**config.mk**
```make
export PLATFORM = sky130hd
export DESIGN_NAME = alu_cmd_sequencer
export DESIGN_NICKNAME = d
export VERILOG_FILES = /design/src/rtl/alu_pkg.sv /design/src/rtl/alu_cmd_sequencer.sv
export SDC_FILE = /design/constraint.sdc
export NUM_CORES = 1
export LEC_CHECK = 0
export CAP_MARGIN = 20
export CORE_MARGIN = 2
export CORE_UTILIZATION = 60
export CTS_CLUSTER_DIAMETER = 120
export CTS_CLUSTER_SIZE = 30
export DETAILED_ROUTE_END_ITERATION = 8
export DONT_BUFFER_PORTS = 1
export GPL_TIMING_DRIVEN = 0
export PLACE_DENSITY = 0.76
export SYNTH_ARGS = -nofsm -noshare
export SYNTH_HDL_FRONTEND = slang
export SYNTH_SLANG_ARGS = --single-unit
```
**constraint.sdc**
```tcl
create_clock -name clk -period 3.7 [get_ports clk]
set_clock_uncertainty 0.1 [all_clocks]
set_input_delay 0.74 -clock clk [delete_from_list [all_inputs] [get_ports clk]]
set_output_delay 0.74 -clock clk [all_outputs]
set_load 0.05 [all_outputs]
```
**src/rtl/alu_pkg.sv**
```systemverilog
// Shared definitions for the 4-bit register ALU and its command sequencer:
// opcodes, flag bit positions and the sequencer state encoding.
package alu_pkg;

    // ALU opcodes as carried on cmd_op and replayed on alu_data during LD_OP
    typedef enum logic [1:0] {
        OP_NOR  = 2'd0,
        OP_NAND = 2'd1,
        OP_ADD  = 2'd2,
        OP_SUB  = 2'd3
    } alu_op_e;

    // Bit positions inside the 5-bit flag vector {V,C,Z,Neg,P}
    localparam int unsigned FLG_V = 4;
    localparam int unsigned FLG_C = 3;
    localparam int unsigned FLG_Z = 2;
    localparam int unsigned FLG_N = 1;
    localparam int unsigned FLG_P = 0;
    localparam int unsigned FLG_W = 5;

    // Sequencer states, in replay order
    typedef enum logic [2:0] {
        ST_IDLE  = 3'd0,
        ST_LD_A  = 3'd1,
        ST_LD_B  = 3'd2,
        ST_LD_OP = 3'd3,
        ST_UPD   = 3'd4,
        ST_CAPT  = 3'd5,
        ST_RESP  = 3'd6
    } seq_state_e;

endpackage

```
**src/rtl/alu_cmd_sequencer.sv**
```systemverilog
// Front-end sequencer for the register ALU. Accepts one {op,a,b} command per
// handshake, replays it onto the ALU's shared data bus and load strobes as
// LOAD_A -> LOAD_B -> LOAD_OP -> UPDATE, captures the registered result and
// flags, and returns them on a valid/ready response port.
module alu_cmd_sequencer #(
    parameter int unsigned N     = 4,
    parameter int unsigned CNT_W = 8
) (
    input  logic             clk,
    input  logic             rst_n,
    input  logic             cmd_valid,
    output logic             cmd_ready,
    input  logic [1:0]       cmd_op,
    input  logic [N-1:0]     cmd_a,
    input  logic [N-1:0]     cmd_b,
    output logic [N-1:0]     alu_data,
    output logic             alu_load_a,
    output logic             alu_load_b,
    output logic             alu_load_op,
    output logic             alu_update,
    input  logic [N-1:0]     alu_result,
    input  logic [4:0]       alu_flags,
    output logic             rsp_valid,
    input  logic             rsp_ready,
    output logic [N-1:0]     rsp_result,
    output logic [4:0]       rsp_flags,
    output logic             busy,
    output logic [CNT_W-1:0] done_count
);
    import alu_pkg::*;

    seq_state_e       state_q, state_d;
    logic [1:0]       op_q, op_d;
    logic [N-1:0]     a_q, a_d;
    logic [N-1:0]     b_q, b_d;
    logic [N-1:0]     alu_data_q, alu_data_d;
    logic             load_a_q, load_a_d;
    logic             load_b_q, load_b_d;
    logic             load_op_q, load_op_d;
    logic             update_q, update_d;
    logic             rsp_valid_q, rsp_valid_d;
    logic [N-1:0]     rsp_result_q, rsp_result_d;
    logic [4:0]       rsp_flags_q, rsp_flags_d;
    logic             cmd_ready_q, cmd_ready_d;
    logic             busy_q, busy_d;
    logic [CNT_W-1:0] done_count_q, done_count_d;

    // Next-state, command latch, response capture and counter update
    always_comb begin
        state_d      = state_q;
        op_d         = op_q;
        a_d          = a_q;
        b_d          = b_q;
        rsp_result_d = rsp_result_q;
        rsp_flags_d  = rsp_flags_q;
        done_count_d = done_count_q;

        unique case (state_q)
            ST_IDLE: begin
                if (cmd_valid && cmd_ready_q) begin
                    op_d    = cmd_op;
                    a_d     = cmd_a;
                    b_d     = cmd_b;
                    state_d = ST_LD_A;
                end
            end
            ST_LD_A:  state_d = ST_LD_B;
            ST_LD_B:  state_d = ST_LD_OP;
            ST_LD_OP: state_d = ST_UPD;
            ST_UPD:   state_d = ST_CAPT;
            ST_CAPT: begin
                rsp_result_d = alu_result;
                rsp_flags_d  = alu_flags;
                state_d      = ST_RESP;
            end
            ST_RESP: begin
                if (rsp_ready) begin
                    done_count_d = done_count_q + CNT_W'(1);
                    state_d      = ST_IDLE;
                end
            end
            default: state_d = ST_IDLE;
        endcase
    end

    // Moore outputs decoded from the next state so they leave a flop in step with state_q
    always_comb begin
        alu_data_d  = '0;
        load_a_d    = 1'b0;
        load_b_d    = 1'b0;
        load_op_d   = 1'b0;
        update_d    = 1'b0;
        rsp_valid_d = 1'b0;

        unique case (state_d)
            ST_LD_A: begin
                load_a_d   = 1'b1;
                alu_data_d = a_d;
            end
            ST_LD_B: begin
                load_b_d   = 1'b1;
                alu_data_d = b_d;
            end
            ST_LD_OP: begin
                load_op_d  = 1'b1;
                alu_data_d = {{(N-2){1'b0}}, op_d};
            end
            ST_UPD:  update_d    = 1'b1;
            ST_RESP: rsp_valid_d = 1'b1;
            default: ;
        endcase

        cmd_ready_d = (state_d == ST_IDLE);
        busy_d      = (state_d != ST_IDLE);
    end

    // State and registered outputs; reset abandons any partial command
    always_ff @(posedge clk or negedge rst_n) begin
        if (!rst_n) begin
            state_q      <= ST_IDLE;
            op_q         <= '0;
            a_q          <= '0;
            b_q          <= '0;
            alu_data_q   <= '0;
            load_a_q     <= 1'b0;
            load_b_q     <= 1'b0;
            load_op_q    <= 1'b0;
            update_q     <= 1'b0;
            rsp_valid_q  <= 1'b0;
            rsp_result_q <= '0;
            rsp_flags_q  <= '0;
            cmd_ready_q  <= 1'b1;
            busy_q       <= 1'b0;
            done_count_q <= '0;
        end else begin
            state_q      <= state_d;
            op_q         <= op_d;
            a_q          <= a_d;
            b_q          <= b_d;
            alu_data_q   <= alu_data_d;
            load_a_q     <= load_a_d;
            load_b_q     <= load_b_d;
            load_op_q    <= load_op_d;
            update_q     <= update_d;
            rsp_valid_q  <= rsp_valid_d;
            rsp_result_q <= rsp_result_d;
            rsp_flags_q  <= rsp_flags_d;
            cmd_ready_q  <= cmd_ready_d;
            busy_q       <= busy_d;
            done_count_q <= done_count_d;
        end
    end

    assign cmd_ready   = cmd_ready_q;
    assign alu_data    = alu_data_q;
    assign alu_load_a  = load_a_q;
    assign alu_load_b  = load_b_q;
    assign alu_load_op = load_op_q;
    assign alu_update  = update_q;
    assign rsp_valid   = rsp_valid_q;
    assign rsp_result  = rsp_result_q;
    assign rsp_flags   = rsp_flags_q;
    assign busy        = busy_q;
    assign done_count  = done_count_q;

endmodule
```
* Yosys cells after proc, flatten, opt, wreduce, memory -nomap -nowiden
Cells that the tools add are included.
** Word-level totals
- Register bits :: 41
- Input bits :: 23
- Output and inout port bits :: 28
- Logic and storage cells :: 47
** Operators by class
- $add $sub $neg :: 1
- Equal/unequal tests :: 11
- Mux-type cells :: 15
- Reductions and logical operators :: 5
** Operators by type and width (count)
- case mux 3 bit (7 select lines) :: 1
- two-way mux 4 bit :: 4
- == test 3 bit, second input constant :: 5
- == test 3 x 2 -> 1 bit, second input constant :: 4
- case mux 4 bit (3 select lines) :: 1
- adder 8 x 1 -> 8 bit, second input constant :: 1
- == test 3 x 1 -> 1 bit, second input constant :: 2
- zero test 3 bit :: 2
- two-way mux 3 bit :: 2
- two-way mux 1 bit :: 5
- two-way mux 2 bit :: 2
- nonzero test 3 bit :: 1
- AND reduction 2 bit :: 1
- logical AND 1 bit :: 1

* Logic depth before layout (Yosys ltp)
Gate-level depths: netlist of the first run.
- Depth after elaboration :: 5
- Mapped depth :: 5

* Least setup slack after synthesis of the first run
OpenSTA, ideal clock, no wires.
- Path kind :: input port to flip-flop
- From :: in cmd_valid
- To :: reg b_q[1]
- Library setup time :: 125 ps
- Arrival :: 1379 ps
- Data required time :: 3475 ps
- Slack :: 2097 ps
- Cell stages on the path :: 4
- Buffers on the path :: 1
- Path through :: nand4b_4 inv_4 buf_6 mux2_2
** Between the ends
- Longest elaborated chain between the ends :: 3
** RTL lines
- start: declaration :: line alu_cmd_sequencer.sv:11 : input logic cmd_valid,
- logical AND 1 bit :: line alu_cmd_sequencer.sv:60 : if (cmd_valid && cmd_ready_q) begin
- two-way mux 4 bit :: line alu_cmd_sequencer.sv:60
- two-way mux 4 bit :: line alu_cmd_sequencer.sv:58 : unique case (state_q)
- named net b_d[1] :: line alu_cmd_sequencer.sv:35 : logic [N-1:0] b_q, b_d;
- end signal: assignment :: line alu_cmd_sequencer.sv:123 : b_q <= '0;
- end signal: assignment :: line alu_cmd_sequencer.sv:139 : b_q <= b_d;
- end: declaration :: line alu_cmd_sequencer.sv:35
The timed path passes the listed nets, and every way through them passes these cells.
A chain may end at the register's enable or synchronous reset.

* Final worst setup path of the first run
- From :: reg done_count_q[2], in the netlist done_count[2]
- To :: out done_count[2]
** RTL lines
- start: declaration :: line alu_cmd_sequencer.sv:46 : logic [CNT_W-1:0] done_count_q, done_count_d;
- start signal: assignment :: line alu_cmd_sequencer.sv:150 : done_count_q <= done_count_d;
- end: declaration :: line alu_cmd_sequencer.sv:28 : output logic [CNT_W-1:0] done_count
No word-level cell between the ends.

==> results of run 1 <==
==> state kept, by name (all words and copies together) (netlist names) <==
| name | cells |
|---|---|
| alu_load_a | 1 |
| rsp_result | 4 |
| alu_load_b | 1 |
| done_count | 8 |
| alu_data | 4 |
| b_q | 4 |
| alu_load_op | 1 |
| busy | 1 |
| rsp_flags | 5 |
| state_q | 3 |
| op_q | 2 |
| cmd_ready | 1 |
| rsp_valid | 1 |
| alu_update | 1 |
==> layout make-up <==
class / count / area [um^2]
Timing Repair Buffer: 1 / 20.0
Clock inverter: 2 / 37.5
Multi-Input combinational cell: 68 / 541
Tap cell: 30 / 37.5
Fill cell: 188 / 779
Sequential cell: 37 / 927
Inverter: 2 / 10.0
Clock buffer: 6 / 51.3
Buffer: 4 / 28.8
==> final timing paths <==
| path | end | slack [ps] | cells after the start |
|---|---|---|---|
| worst min register to register | op_q[0] | 410 | 1 |
| worst max-delay path | done_count[2] | 1790 | 0 |
| max in group asynchronous | state_q[1] | 3200 | 1 |
| min in group clk | op_q[0] | 410 | 1 |
| worst max register to register | b_q[1] | 2040 | 4 |
| worst min-delay path | alu_load_op | 120 | 1 |
==> Yosys cell counts, types with 2 or more instances <==
library cell  count  share of area [%]
dfrtp_1          36                 60
mux2_2           15                 11
nand2_1          11                2.7
xnor2_1           5                2.9
nor2_1            4                1.0
o21ai_0           3                1.0
xor2_1            3                1.7
a221o_1           2                1.3
a22o_1            2                1.2
and2_1            2               0.83
and3_1            2               0.83
buf_2             2               0.66
nand3_1           2               0.66
nand4b_4          2                3.2
nor3_1            2               0.66
==> kinds of logic (layout without fill, tap and decap cells) <==
| family | count (synthesis) | in the layout | share of synthesized area, % |
|---|---|---|---|
| AOI/OAI and AO/OA | 9 | 9 | 4.32 |
| DFF | 37 | 37 | 61.5 |
| xor gates and xnor gates | 8 | 8 | 4.65 |
| muxes | 15 | 15 | 11.2 |
| and+or+nand+nor | 35 | 35 | 14.9 |
| buffers and inverters | 6 | 15 | 2.57 |
| adders and majority gates | 1 | 1 | 0.830 |
==> metal layers <==
| metal | wire length [um] | GRT usage [%] | up-vias |
|---|---|---|---|
| met3 | 210 | 7.78 | 2 |
| met1 | 1090 | 24.8 | 412 |
| met5 | 0 | 0 | - |
| met4 | 16 | 7.50 | 0 |
| met2 | 1180 | 27.8 | 36 |
| li1 | - | - | 400 |
==> repair_timing <==
action / CTS / global route
setup buffers: 0 / 0
setup endpoints to repair: 0 / 0
hold buffers: 1 / 0
hold endpoints to repair: 36 / 0
==> power groups by stage <==
stage / Clock (mW) / Sequential, mW / Combinational, mW
global placement: 0 / 1.06 / 0.325
CTS: 0.301 / 1.06 / 0.354
global route: 0.318 / 1.08 / 0.390
floorplan: 0 / 1.04 / 0.292
finish: 0.294 / 1.06 / 0.349
detailed placement: 0 / 1.07 / 0.342
==> worst reg2reg max path, cell delays in order, from the launching register on <==
cell and delay (ps):
dfstp_2 730, nand4b_4 170, inv_4 110, buf_6 130, mux2_2 330
==> metrics by stage <==
stage | util, % | power, mW
after floorplan | - | 1.33
after global placement | 63.5 | 1.39
after detailed placement | 63.5 | 1.41
after CTS | 68.0 | 1.72
after global routing | 68.0 | 1.79
final | 68.0 | 1.70
==> summary.md, run 1 <==
| Metric | Value |
|---|---|
| Largest net degree at the start of global routing | `37` |
| Area growth, synth to finish | `9.72%` |
| Die area | `0.00293 mm^2` |
| Minimum clock period | `1910 ps` |
| Worst EP arrival | `1070 ps` |
| Ys flop type | `dfrtp_1` |
| Worst rel slew slack | `60.7%` |
| Area after DPL | `0.00154 mm^2` |
| Critical path type | `flop to output pin` |
| Max-Cap Viols | `0` |
| H-tree lvl count | `2` |
| Psw | `0.793 mW` |
| CP Capture Type | `output pin` |
| Most frequent cells in the layout | `dfrtp_1 (36), mux2_2 (15), nand2_1 (11)` |
| Yosys Warn Count | `0` |
| Slew @ Worst Pin | `589 ps` |
| FP Rows | `18` |
| Clock transition at the registers of the reported paths | `110 ps` |
| Async set or reset register ratio after synthesis | `100%` |
| Post-Syn Instances | `111` |
| Clock latency on the worst-skew pair | `340 ps` |
| Port Buffers | `0` |
| DRT iter0 DRCs | `9` |
| Global-route wire length before repair | `3.74 mm` |
| CORE AREA | `0.00243 mm^2` |
| Final setup vio count | `0` |
| Sink Count | `37` |
| Sum of negative setup slack | `0 ps` |
| Seq/Total Area, Yosys | `61.5%` |
| Post-cts resize count | `0` |
| Origin of the worst setup path | `done_count[2]` |
| Placed cell count | `141` |
| R2r startpoint | `cmd_ready` |
| Power Internal | `0.910 mW` |
| Part of the cycle the worst path needs | `51.6%` |
| CTS tree | `done` |
| GR Util All Layers | `18.9%` |
| Clock Power Share | `17.3%` |
| Die Y | `54.1 um` |
| Status | `finished, final reports clean` |
| Post-synth EDFFs | `0` |
| Endpoints failing hold | `0` |
| Yosys reg bits | `37` |
| Total number of vias | `850` |
| Starting Density | `61.9%` |
| Highest clock rate | `523 MHz` |
| Unique masters post-synth | `33` |
| Sequential power share | `62.2%` |
| Leak Pwr | `0.790 nW` |
| Chip Width | `54.1 um` |
| GR Overflow Total | `0` |
| Ports | `51` |
| Layout cells sized above 1 | `29.2%` |
| Post-DR wirelength/cell | `16.7 um` |
| Drt total wl | `2.50 mm` |
| Post-Syn Area per Cell | `13.6 um^2` |
| Net count, final | `143` |
| HP Class | `primary input to asynchronous set/reset pin` |
| Startpoint types | `flop` |
| Antenna violations before repair | `0` |
| Antenna diode count | `0` |
| CTS Buf Count | `5` |
| Final non-filler cell total | `150` |
| Final instance area | `0.00165 mm^2` |
| Post-Syn Area | `0.00151 mm^2` |
| Power Dens Cells | `1030 mW/mm^2` |
| Worst endpoint required time | `2860 ps` |
| Peak supply drop | `701 uV` |
| RSZ-0062 raised after global routing | `false` |
| Post-DR vias/cell | `5.67` |
| RD Place Congestion | `0.720` |
| Clock tree root driver cell | `clkbuf_4` |
| Pre-antenna DRT Iters | `4` |
| Worst-path maximum fanout | `5` |
| Net Count, Synth | `135` |
| Setup ws final | `1790 ps` |
| HPWL Detailed | `1.71 mm` |
| Antenna Nets Post-Route | `0` |
| Commonest non-fill, non-tap cell in the layout | `dfrtp_1` |
| Worst slack on hold paths | `119 ps` |
| Vias in the first global route | `797` |
| Combinational Power Share | `20.5%` |
| Max-slew violations | `0` |
| Post-route DRC | `0` |
| Clock Path Buffers | `2` |
| Switching share of power | `46.6%` |
| Dpl ws | `2040 ps` |
No activity file was read; power rests on OpenSTA's default activity.
==> inputs of run 2 (changes only) <==
--- a/config.mk
+++ b/config.mk
@@ -7,13 +7,13 @@
 export LEC_CHECK = 0
 export CAP_MARGIN = 20
 export CORE_MARGIN = 2
-export CORE_UTILIZATION = 60
+export CORE_UTILIZATION = 54
 export CTS_CLUSTER_DIAMETER = 120
 export CTS_CLUSTER_SIZE = 30
 export DETAILED_ROUTE_END_ITERATION = 8
 export DONT_BUFFER_PORTS = 1
 export GPL_TIMING_DRIVEN = 0
-export PLACE_DENSITY = 0.76
+export PLACE_DENSITY = 0.72
 export SYNTH_ARGS = -nofsm -noshare
 export SYNTH_HDL_FRONTEND = slang
 export SYNTH_SLANG_ARGS = --single-unit
==> constraint.sdc (replaced) <==
create_clock -name clk -period 1.68 [get_ports clk]
set_clock_uncertainty 0.1 [all_clocks]
set_input_delay 0.336 -clock clk [delete_from_list [all_inputs] [get_ports clk]]
set_output_delay 0.336 -clock clk [all_outputs]
set_load 0.05 [all_outputs]
==> run 2 against run 1 <==
Compared with the run above:
- worst hold slack worse by 89 ps
- die area is 10% higher
- wire length shrank 2.1%
- critical endpoint is now b_q[1]
==> summary.md, run 2 (synthesis results as in run 1) <==
| Metric | Value |
|---|---|
| Ports | `51` |
| Die Y | `56.8 um` |
| CP Capture Type | `flop` |
| Hold path cells | `1` |
| Drt total wl | `2.45 mm` |
| Pre-antenna DRT Iters | `2` |
| Chip Width | `56.8 um` |
| Worst slack on hold paths | `30.0 ps` |
| Peak supply drop | `1850 uV` |
| Crit path max-delay family | `flip-flops` |
| Placed cell count | `142` |
| Worst EP arrival | `1780 ps` |
| CTS tree | `done` |
| Slew @ Worst Pin | `571 ps` |
| Buf+Inv Stages, Crit Path | `2` |
| Layout cells sized above 1 | `31.5%` |
| Power Internal | `1.88 mW` |
| Startpoint types | `flop` |
| RSZ-0062 raised after global routing | `false` |
| Clock transition at the registers of the reported paths | `110 ps` |
| RD Place Congestion | `0.771` |
| Clock latency on the worst-skew pair | `340 ps` |
| Die area | `0.00323 mm^2` |
| Commonest non-fill, non-tap cell in the layout | `dfrtp_1` |
| M3 GR Usage | `6.22%` |
| Vias in the first global route | `880` |
| Global-route wire length before repair | `4.16 mm` |
| Psw | `1.73 mW` |
| Max FFs per register | `8` |
| Power Dens Cells | `2160 mW/mm^2` |
| Stages on worst setup path | `4` |
| Final non-filler cell total | `155` |
| Post-DR wirelength/cell | `15.8 um` |
| Filler cells | `222` |
| Endpoints failing hold | `0` |
| Worst endpoint required time | `1810 ps` |
| Worst rel slew slack | `61.9%` |
| Reg-to-Reg End | `b_q[1]` |
| Combinational Power Share | `21.7%` |
| Sink Count | `37` |
| Area growth, synth to finish | `10.7%` |
| Post-route DRC | `0` |
| Most frequent cells in the layout | `dfrtp_1 (35), mux2_2 (15), nand2_1 (11)` |
| CTS Buf Count | `5` |
| Origin of the worst setup path | `cmd_ready` |
| Crit-path max cell delay | `730 ps` |
| Highest clock rate | `607 MHz` |
| GR Util All Layers | `17.4%` |
| GRT met2 Usage | `26.2%` |
| Clock Path Buffers | `2` |
| Antenna diode count | `0` |
| Worst R2R Path Depth | `4` |
| CORE AREA | `0.00271 mm^2` |
| Flop2flop setup slack | `30 ps` |
| Final setup vio count | `0` |
| H-tree lvl count | `2` |
| FP Rows | `19` |
| Switching share of power | `47.9%` |
| Critical path type | `flop to flop` |
| Starting Density | `55.6%` |
| HPWL Detailed | `1.74 mm` |
| GR Overflow Total | `0` |
| Worst setup endpoint | `b_q[1]` |
| HP Class | `primary input to flop` |
| Post-DR vias/cell | `5.56` |
| Status | `finished, final reports clean` |
| DRT iter0 DRCs | `20` |
| Minimum clock period | `1650 ps` |
| Port Buffers | `0` |
| Worst-path cell chain | `nand4b_4, inv_4, buf_6, mux2_2` |
| Critical-path top delay cell | `dfstp_4` |
| Sum of negative setup slack | `0 ps` |
| Part of the cycle the worst path needs | `98.1%` |
| Clock Power Share | `13.6%` |
| Leak Pwr | `0.803 nW` |
| Busiest layer in global routing | `met2` |
| Antenna Nets Post-Route | `0` |
| Worst-path maximum fanout | `7` |
| Met1 Use GR | `21.5%` |
| Max-Cap Viols | `0` |
| Sequential power share | `64.7%` |
| Clock tree root driver cell | `clkbuf_4` |
| Max-slew violations | `0` |
| Total number of vias | `862` |
| Largest net degree at the start of global routing | `38` |
| R2r startpoint | `cmd_ready` |
| Antenna violations before repair | `0` |
| Net count, final | `147` |
run 2: layer usage:
metal  vias to the layer above  wire length [um]  part of all wire, %
met5                         -                 0                    0
met1                       411              1010                   41
li1                        410                 -                    -
met4                         0                61                  2.5
met2                        33              1190                   48
met3                         8               192                  7.8
run 2: worst min path at each step:
stage / from / endpoint / slack, ps
after floorplan: rst_n / alu_data[0] / -60
after global placement: rst_n / done_count[7] / -60
after detailed placement: rst_n / done_count[7] / -60
after CTS: cmd_a[2] / alu_data[2] / 20
after global routing: cmd_a[2] / alu_data[2] / 3
final: cmd_a[2] / alu_data[2] / 30
run 2: final cells by class:
cell class	count	area [um^2]	area share (%)
clock buffers	6	51.3	3.08
well taps	31	38.8	2.33
repair buffers	5	52.6	3.15
clock inverters	2	13.8	0.825
flip-flops and latches	37	932	55.9
inverters	2	10.0	0.600
multi-input cells	68	541	32.4
plain buffers	4	28.8	1.73
run 2: per-stage QoR:
step	total power [mW]	setup WS (ps)	util, %	cell area [um^2]
finish	3.61	32.4	61.5	1670
global placement	3.05	16.7	57.0	1550
floorplan	2.94	82.0	-	1510
detailed placement	3.11	0.0386	57.0	1550
global route	3.82	1.77	61.5	1670
CTS	3.63	10.5	60.7	1640
run 2: what timing repair did:
item | CTS | global route
hold buffers | 2 | 0
setup buffers | 0 | 3
pin swaps | 0 | 0
gates resized for setup | 1 | 1
endpoints found under the setup margin | 2 | 4
endpoints found under the hold margin | 37 | 0
run 2: power groups by stage:
| stage | clock (mW) | combinational (mW) | sequential (mW) |
|---|---|---|---|
| final | 0.492 | 0.782 | 2.34 |
| after global placement | 0 | 0.714 | 2.34 |
| after CTS | 0.506 | 0.776 | 2.34 |
| after global routing | 0.550 | 0.884 | 2.39 |
| after floorplan | 0 | 0.644 | 2.29 |
| after detailed placement | 0 | 0.747 | 2.36 |
run 2: worst reg2reg max path, stage by stage (launching register included):
cell	delay, ps
dfstp_4	730
nand4b_4	160
inv_4	110
buf_6	120
mux2_2	330
==> inputs of run 3 (changes only) <==
--- a/config.mk
+++ b/config.mk
@@ -9,7 +9,6 @@
 export CORE_MARGIN = 2
 export CORE_UTILIZATION = 54
 export CTS_CLUSTER_DIAMETER = 120
-export CTS_CLUSTER_SIZE = 30
 export DETAILED_ROUTE_END_ITERATION = 8
 export DONT_BUFFER_PORTS = 1
 export GPL_TIMING_DRIVEN = 0
==> results of run 3 <==
Final layout, timing and power as in run 2 (identical DEF).
